==> src/rtl/unified_mem_arbiter_pkg.sv <==
// Shared arbiter encodings: FSM states, owner codes, fetch access size and watchdog error word.
// Pure definitions; no logic, latency or flow control of its own.
package unified_mem_arbiter_pkg;

  typedef enum logic [1:0] {
    ARB_IDLE = 2'd0,
    ARB_BUSY = 2'd1,
    ARB_DONE = 2'd2
  } arb_state_e;

  typedef enum logic {
    ARB_OWN_IF = 1'b0,
    ARB_OWN_D  = 1'b1
  } arb_owner_e;

  // dm_ctrl code for a full 32-bit word; every fetch uses it.
  localparam logic [2:0]  ARB_DM_WORD  = 3'b000;
  localparam logic [31:0] ARB_ERR_WORD = 32'hDEADBEEF;

endpackage

==> src/rtl/unified_mem_arbiter_streak.sv <==
// arb_streak_counter: counts consecutive data grants taken while a fetch waits, saturating at MAX_D_BURST.
// Updates one cycle after inc/clr; clr wins over inc; no backpressure.
module arb_streak_counter #(
  parameter int MAX_D_BURST = 4
) (
  input  logic clk,
  input  logic rst,
  input  logic inc,
  input  logic clr,
  output logic sat
);

  localparam int CW = $clog2(MAX_D_BURST + 1);

  logic [CW-1:0] cnt_q, cnt_d;

  always_comb begin
    cnt_d = cnt_q;
    if (clr) begin
      cnt_d = '0;
    end else if (inc && (cnt_q != CW'(MAX_D_BURST))) begin
      cnt_d = cnt_q + 1'b1;
    end
  end

  always_ff @(posedge clk or negedge rst) begin
    if (!rst) begin
      cnt_q <= '0;
    end else begin
      cnt_q <= cnt_d;
    end
  end

  assign sat = (cnt_q == CW'(MAX_D_BURST));

endmodule

==> src/rtl/unified_mem_arbiter.sv <==
// Shares one single-port memory between fetch and data ports; data wins, fetch starvation bounded by MAX_D_BURST.
// Latency req->ready = 2 + ack wait cycles; requesters stall until ready; ARB_TIMEOUT_EN adds the ack watchdog.
module unified_mem_arbiter
  import unified_mem_arbiter_pkg::*;
#(
  parameter int AW          = 32,
  parameter int DW          = 32,
  parameter int MAX_D_BURST = 4,
  parameter int TIMEOUT     = 255
) (
  input  logic          clk,
  input  logic          rst,
  input  logic          if_req,
  input  logic [AW-1:0] if_addr,
  output logic [DW-1:0] if_rdata,
  output logic          if_ready,
  input  logic          d_req,
  input  logic          d_we,
  input  logic [AW-1:0] d_addr,
  input  logic [DW-1:0] d_wdata,
  input  logic [2:0]    d_ctrl,
  output logic [DW-1:0] d_rdata,
  output logic          d_ready,
  output logic          mem_req,
  output logic          mem_we,
  output logic [AW-1:0] mem_addr,
  output logic [DW-1:0] mem_wdata,
  output logic [2:0]    mem_ctrl,
  input  logic [DW-1:0] mem_rdata,
  input  logic          mem_ack,
  output logic          stall_if,
  output logic          stall_mem,
  output logic          bus_err
);

  if (MAX_D_BURST < 1 || TIMEOUT < 1) begin : g_bad_cfg
    $error("unified_mem_arbiter: MAX_D_BURST and TIMEOUT must be >= 1");
  end

  typedef struct packed {
    logic          we;
    logic [AW-1:0] addr;
    logic [DW-1:0] wdata;
    logic [2:0]    ctrl;
  } cmd_t;

  arb_state_e    state_q, state_d;
  arb_owner_e    owner_q, owner_d;
  cmd_t          cmd_q, cmd_d;
  logic [DW-1:0] if_rdata_q, if_rdata_d, d_rdata_q, d_rdata_d, rsp_dat;
  logic          grant, grant_d_sel, streak_sat, streak_inc, streak_clr;
  logic          timeout_hit, finish;

  assign grant       = (state_q == ARB_IDLE) && (if_req || d_req);
  assign grant_d_sel = d_req && !(if_req && streak_sat);
  assign streak_inc  = grant && grant_d_sel && if_req;
  // Any IF grant, or a D grant nobody was waiting behind, ends the streak.
  assign streak_clr  = grant && !(grant_d_sel && if_req);

  arb_streak_counter #(.MAX_D_BURST(MAX_D_BURST)) u_streak (
    .clk (clk),
    .rst (rst),
    .inc (streak_inc),
    .clr (streak_clr),
    .sat (streak_sat)
  );

`ifdef ARB_TIMEOUT_EN
  localparam int TW = $clog2(TIMEOUT + 1);
  logic [TW-1:0] timer_q, timer_d;
  logic          bus_err_q, bus_err_d;

  always_comb begin
    timer_d     = (state_q == ARB_BUSY) ? timer_q + 1'b1 : '0;
    timeout_hit = (state_q == ARB_BUSY) && !mem_ack && (timer_q == TW'(TIMEOUT - 1));
    bus_err_d   = bus_err_q | timeout_hit;
  end

  always_ff @(posedge clk or negedge rst) begin
    if (!rst) begin
      timer_q   <= '0;
      bus_err_q <= 1'b0;
    end else begin
      timer_q   <= timer_d;
      bus_err_q <= bus_err_d;
    end
  end

  assign bus_err = bus_err_q;
`else
  assign timeout_hit = 1'b0;
  assign bus_err     = 1'b0;
`endif

  assign finish  = (state_q == ARB_BUSY) && (mem_ack || timeout_hit);
  assign rsp_dat = mem_ack ? mem_rdata : DW'(ARB_ERR_WORD);

  always_ff @(posedge clk or negedge rst) begin
    if (!rst) begin
      state_q    <= ARB_IDLE;
      owner_q    <= ARB_OWN_IF;
      cmd_q      <= '0;
      if_rdata_q <= '0;
      d_rdata_q  <= '0;
    end else begin
      state_q    <= state_d;
      owner_q    <= owner_d;
      cmd_q      <= cmd_d;
      if_rdata_q <= if_rdata_d;
      d_rdata_q  <= d_rdata_d;
    end
  end

  always_comb begin
    state_d = state_q;
    case (state_q)
      ARB_IDLE: if (grant)  state_d = ARB_BUSY;
      ARB_BUSY: if (finish) state_d = ARB_DONE;
      ARB_DONE: state_d = ARB_IDLE;
      default:  state_d = ARB_IDLE;
    endcase
  end

  always_comb begin
    owner_d    = owner_q;
    cmd_d      = cmd_q;
    if_rdata_d = if_rdata_q;
    d_rdata_d  = d_rdata_q;
    if (grant) begin
      owner_d = grant_d_sel ? ARB_OWN_D : ARB_OWN_IF;
      cmd_d   = grant_d_sel ? '{we: d_we, addr: d_addr, wdata: d_wdata, ctrl: d_ctrl}
                            : '{we: 1'b0, addr: if_addr, wdata: '0, ctrl: ARB_DM_WORD};
    end
    if (finish) begin
      if (owner_q == ARB_OWN_D) d_rdata_d  = rsp_dat;
      else                      if_rdata_d = rsp_dat;
    end
  end

  always_comb begin
    mem_req   = (state_q == ARB_BUSY);
    if_ready  = (state_q == ARB_DONE) && (owner_q == ARB_OWN_IF);
    d_ready   = (state_q == ARB_DONE) && (owner_q == ARB_OWN_D);
    // Gated by rst so the stalls also collapse the instant reset asserts.
    stall_if  = rst && if_req && !if_ready;
    stall_mem = rst && d_req && !d_ready;
  end

  assign mem_we    = cmd_q.we;
  assign mem_addr  = cmd_q.addr;
  assign mem_wdata = cmd_q.wdata;
  assign mem_ctrl  = cmd_q.ctrl;
  assign if_rdata  = if_rdata_q;
  assign d_rdata   = d_rdata_q;

endmodule

==> config.mk <==
export PLATFORM = sky130hd
export DESIGN_NAME = unified_mem_arbiter
export DESIGN_NICKNAME = d
export VERILOG_FILES = /design/src/rtl/unified_mem_arbiter_pkg.sv /design/src/rtl/unified_mem_arbiter_streak.sv /design/src/rtl/unified_mem_arbiter.sv
export SDC_FILE = /design/constraint.sdc
export NUM_CORES = 1
export LEC_CHECK = 0
export CORE_MARGIN = 2
export CORE_UTILIZATION = 42
export CTS_CLUSTER_SIZE = 14
export DETAILED_ROUTE_END_ITERATION = 16
export PLACE_DENSITY = 0.88
export SYNTH_ARGS = -nofsm -noshare
export SYNTH_HDL_FRONTEND = slang
export SYNTH_SLANG_ARGS = --single-unit
==> constraint.sdc <==
create_clock -name clk -period 2.5 [get_ports clk]
set_clock_uncertainty 0.2 [all_clocks]
set_input_delay 0.5 -clock clk [delete_from_list [all_inputs] [get_ports clk]]
set_output_delay 0.5 -clock clk [all_outputs]
set_load 0.005 [all_outputs]
# Word-level counts from Yosys, hierarchy flattened
# Index checks and enable logic that the tools add are counted.
word_totals:
  wordCells: 50
  input_bits: 137
  register_bits: 138
  output_inout_bits: 138
classes:
  muxes: 8
  n_addsub: 1
  bitwise_logic: 1
  n_reduce_logical: 25
  n_eq_ne: 6
ops:
  columns: ["operator", "n"]
  rows:
  - ["68-bit 2-to-1 mux", 1]
  - ["32-bit 2-to-1 mux", 1]
  - ["1-bit logical AND", 15]
  - ["3-bit 2-to-1 mux", 2]
  - ["2-bit AND reduction", 3]
  - ["1-bit zero test", 4]
  - ["2-bit 2-to-1 mux", 2]
  - ["2-bit one-hot mux with 2 select lines", 1]
  - ["3-bit by 1-bit adder with 3-bit output, second input constant", 1]
  - ["3-bit equality test, second input constant", 1]
  - ["3-bit inequality test, second input constant", 1]
  - ["2-bit by 1-bit equality test with 1-bit output, second input constant", 1]
  - ["2-bit equality test, second input constant", 1]
  - ["2-bit zero test", 1]
  - ["2-bit by 1-bit inequality test with 1-bit output, second input constant", 1]
  - ["2-bit inequality test, second input constant", 1]
  - ["2-bit nonzero test", 1]
  - ["1-bit logical OR", 1]
  - ["1-bit 2-to-1 mux", 1]
  - ["1-bit NOT", 1]

# Depth between registers and ports, before layout
logic_depth:
  ltp_word: 9
  ltp_mapped: 7

# Cells and area by module
# A second synthesis with hierarchy kept.
hier_totals:
  hier_cells: 362
  area_unflattened_um2: 5824.3
by_module_without_submodules:
  columns: ["mod", "seq_area_each_um2", "area_each_um2", "cells_per_inst", "instances"]
  rows:
  - ["unified_mem_arbiter", 3378.2, 5626.6, 344, 1]
  - ["arb_streak_counter", 75.1, 197.7, 18, 1]

# Worst setup path after synthesis
# OpenSTA, ideal clock, no wires.
synth_timing:
  path_kind: "input -> register"
  start: "input d_req"
  end: "register cmd_q, in the netlist mem_addr[10]"
  path_slack_ps: 725
  t_arrival_ps: 1489
  stages: 7
  setup_time_ps: 86
  cell_sequence: "buf_6 -> or2_0 -> buf_2 -> and2_4 -> buf_6 -> buf_6 -> o221ai_2"
synth_between:
  elab_chain_cells: 2
  elab_cells_between_ends: 4
  cone_classes: "mux (1); reduce/logical (3)"
synth_rtl:
  columns: ["element", "line_no", "text"]
  rows:
  - ["start: declaration", "unified_mem_arbiter.sv:17", "input logic d_req,"]
  - ["1-bit logical AND or 1-bit logical OR (tied branches)", "unified_mem_arbiter.sv:55, unified_mem_arbiter.sv:54", null]
  - ["68-bit 2-to-1 mux or 1-bit logical AND (tied branches)", "unified_mem_arbiter.sv:131, unified_mem_arbiter.sv:54", null]
  - ["end signal: assignment", "unified_mem_arbiter.sv:108", "cmd_q <= cmd_d;"]
  - ["end: declaration", "unified_mem_arbiter.sv:49", "cmd_t cmd_q, cmd_d;"]
# Several ways; a longest one is shown, not always the timed one.
# A chain may end at the register's enable or synchronous reset.

# Final worst setup path
layout_timing:
  start: "register state_q[0]"
  end: "output stall_mem"
layout_between:
  elab_chain_cells: 4
layout_rtl:
  columns: ["element", "line_no", "text"]
  rows:
  - ["start: declaration", "unified_mem_arbiter.sv:47", "arb_state_e state_q, state_d;"]
  - ["start signal: assignment", "unified_mem_arbiter.sv:106", "state_q <= state_d;"]
  - ["2-bit equality test", "unified_mem_arbiter.sv:143", "d_ready = (state_q == ARB_DONE) && (owner_q == ARB_OWN_D);"]
  - ["1-bit logical AND", "unified_mem_arbiter.sv:143", null]
  - ["1-bit zero test", "unified_mem_arbiter.sv:146", "stall_mem = rst && d_req && !d_ready;"]
  - ["1-bit logical AND", "unified_mem_arbiter.sv:146", null]
  - ["end: declaration", "unified_mem_arbiter.sv:32", "output logic stall_mem,"]
# Every way passes these cells.

==> impl_metrics.csv <==
group,metric,value,unit
floorplanning,dieArea,0.0153,sq mm
timing,setup_viol,0,
worst_setup_path,worstPathRequired,1.80,ns
finish,final_area,0.00957,sq mm
yosys,syn-num-nets,580,
yosys,netlist_instances,441,
place,pre_cts_ws,-0.00169,ns
clock_tree,clk_latency,0.41,ns
worst_setup_path,critical_path_arrival,1.71,ns
timing,slew_headroom,0.486,
grt,grt_pass1_wl,25.3,mm
place,dp_cells,864,
worst_setup_path,cp_slowest_cell,"clkdlybuf4s50_1",
finish,fin_nets,842,
floorplanning,initial_core_util,0.431,
clock_tree,h-tree-depth,4,
grt,antenna_found_initial,0,
drt,ant_nets,0,
timing,setup_tns,0,ns
yosys,synth_seq_area_share,0.575,
yosys,synth_seq_cells,138,
clock_tree,cts_sinks,138,
yosys,synth_area,0.00600,sq mm
floorplanning,die_h,124,microns
drt,viasPerCell,5.34,
hold_path,hold_class,"input pin to asynchronous set/reset pin",
timing,final-hold-violation-count,4,
yosys,yosys_warnings,0,
grt,grt_max_degree,139,
timing,tightest_slew,0.771,ns
drt,wire_per_inst,18.8,microns
grt,gr-usage-all-layers,0.219,
pwr,power,12.0,mW
floorplanning,num_io_pins,275,
yosys,yosysUniqueCellTypes,34,
worst_setup_path,cp-start-kind,"flip-flop",
place,hpwl,11.5,mm
worst_setup_path,slowest_delay,0.51,ns
timing,fin_ws,0.0930,ns
yosys,syn_area_per_cell,13.6,sq um
finish,final_cells,896,
clock_tree,clk_pin_slew,0.06,ns
worst_setup_path,rr_startpoint,"u_streak.cnt_q[0]",
finish,antenna_cells,0,
floorplanning,row_count,43,
place,placed_cell_area,0.00890,sq mm
grt,overflow,0,
drt,drc,0,
pwr,power.leakage,4.06,nW
finish,syn_to_final_growth,59.4,%
timing,fmax,415,MHz
job,maxCapViolCount,0,
timing,rsz0062_at_grt,"false",
pwr,p_per_area,1250,mW/mm^2
worst_setup_path,rrSetupSlack,0.44,ns
place,place_congestion,0.824,
run_status,violations,"negative hold slack",
grt,grt_pass1_vias,4917,
drt,dr.pass1.iters,4,
drt,drt-total-wl,16.8,mm
worst_setup_path,reg2reg_depth,7,
finish,utilization,0.687,
worst_setup_path,crit_type,"flip-flop to output port",
clock_tree,cts_tree,"built",
worst_setup_path,worstPathCellList,"and3b_1 -> nor2_1 -> clkdlybuf4s50_1",
worst_setup_path,worstPathMaxFanout,5,
run_status,status,"finished, violations left",
timing,min_period_over_period,0.963,
finish,drive_gt1_frac,0.204,
clock_tree,cts_buffers,17,
worst_setup_path,reg2reg_to,"mem_addr[0]",
floorplanning,core_area,0.0139,sq mm
clock_tree,clk_path_buf_depth,2,
timing,min_period,2.41,ns
worst_setup_path,crit_buf_inv,1,
drt,initialDrtViolationCount,289,
clock_tree,clock-root-buffer,"clkbuf_16",
worst_setup_path,critPathCaptureType,"output port",
floorplanning,die_w,124,microns
timing,hold_slack,-0.0324,ns
place,port_buffers,273,
pwr,ir_drop,0.711,mV
worst_setup_path,cp_top_family,"buffers and inverters",
timing,drv_slew,0,
drt,vias,4788,
cells in the mapped netlist, drive strengths merged:
cell type	number	area (sq um)
mux2	64	833
ha	2	25.0
nand4	32	200
o221ai	32	468
inv	35	131
nand3	34	175
clkbuf	18	67.6
and3	1	6.26
nor3b	1	7.51
a21oi	1	5.00
nand2	4	15.0
a21o	1	7.51
o21ai	1	5.00
and3b	2	17.5
and2	2	15.0
or2	1	6.26
dfrtp	138	3450
a31oi	1	6.26
a32o	1	10.0
a22o	36	315
nand2b	1	6.26
a31o	1	8.76
conb	1	3.75
buf	24	173
nor2b	3	18.8
o2bb2ai	1	8.76
nor2	3	13.8
worst reg2reg max path, delay by kind of cell (launching register included):
kind / cells / cell delay, ns
fa+ha+maj: 1 / 0.22
compound gates: 1 / 0.17
flops: 1 / 0.35
buf+inv: 3 / 0.64
simple gates: 2 / 0.34
report_power, final:
part	total (mW)	leakage (nW)	switching (mW)	internal (mW)
clock	2.79	0.319	1.00	1.79
combinational	5.20	2.05	1.87	3.33
sequential	4.00	1.69	0.680	3.32
cell families after synthesis:
kind of cell	share of synthesized area
other	0.000625
AND/OR/NAND/NOR	0.0802
flip-flops	0.575
buffers and inverters	0.0619
AO/OA/AOI/OAI	0.139
multiplexers	0.139
adder cells (fa/ha/maj)	0.00417
timing repair:
item | in CTS | in global routing
gates resized for setup | 0 | 1
buffers inserted | 0 | 0
hold buffers | 0 | 0
endpoints found under the setup margin | 0 | 2
cell usage in the layout (no fill, tap or decap), drive strengths merged:
cell / instances
a31oi: 1
nand4: 32
a21oi: 1
clkinv: 4
and3b: 2
inv: 40
ha: 2
a31o: 1
nor2: 3
nand2b: 1
clkdlybuf4s50: 272
bufinv: 5
nand2: 4
clkbuf: 17
a21o: 1
o221ai: 32
a32o: 1
and2: 2
nor3b: 1
o2bb2ai: 1
a22o: 36
nand3: 34
buf: 13
clkinvlp: 1
nor2b: 3
conb: 1
or2: 1
mux2: 64
dfrtp: 138
and3: 1
o21ai: 1
how the worst max path moves through the flow:
stage                          start            to  slack [ns]  depth (start not counted)
after CTS                 state_q[0]      if_ready        0.03                          2
after global placement        if_req   mem_addr[0]        0.07                          7
after floorplan                d_req  mem_addr[10]        0.73                          7
after detailed placement      if_req   mem_addr[0]      -0.002                          7
final                     state_q[0]     stall_mem        0.09                          3
after global routing         owner_q     stall_mem        0.02                          3
registers in the layout, indices dropped and copies added (netlist names):
signal / count
u_streak.cnt_q: 3
d_rdata: 32
owner_q: 1
mem_we: 1
mem_ctrl: 3
mem_addr: 32
mem_wdata: 32
state_q: 2
if_rdata: 32
cell type report:
type | count | area [sq um]
repair buffers | 285 | 2900
clock buffers | 17 | 425
flip-flops and latches | 138 | 3450
fillers | 923 | 4370
inverters | 35 | 131
well taps | 180 | 225
clock inverters | 15 | 236
multi-input cells | 226 | 2200
routing by layer:
metal	global-route usage	share of wire	up-vias
met5	0	0	-
met4	0.0930	0.024	0
met3	0.0770	0.084	34
met2	0.370	0.50	232
met1	0.253	0.39	2370
li1	-	-	2152
No activity file was read; power rests on OpenSTA's default activity.
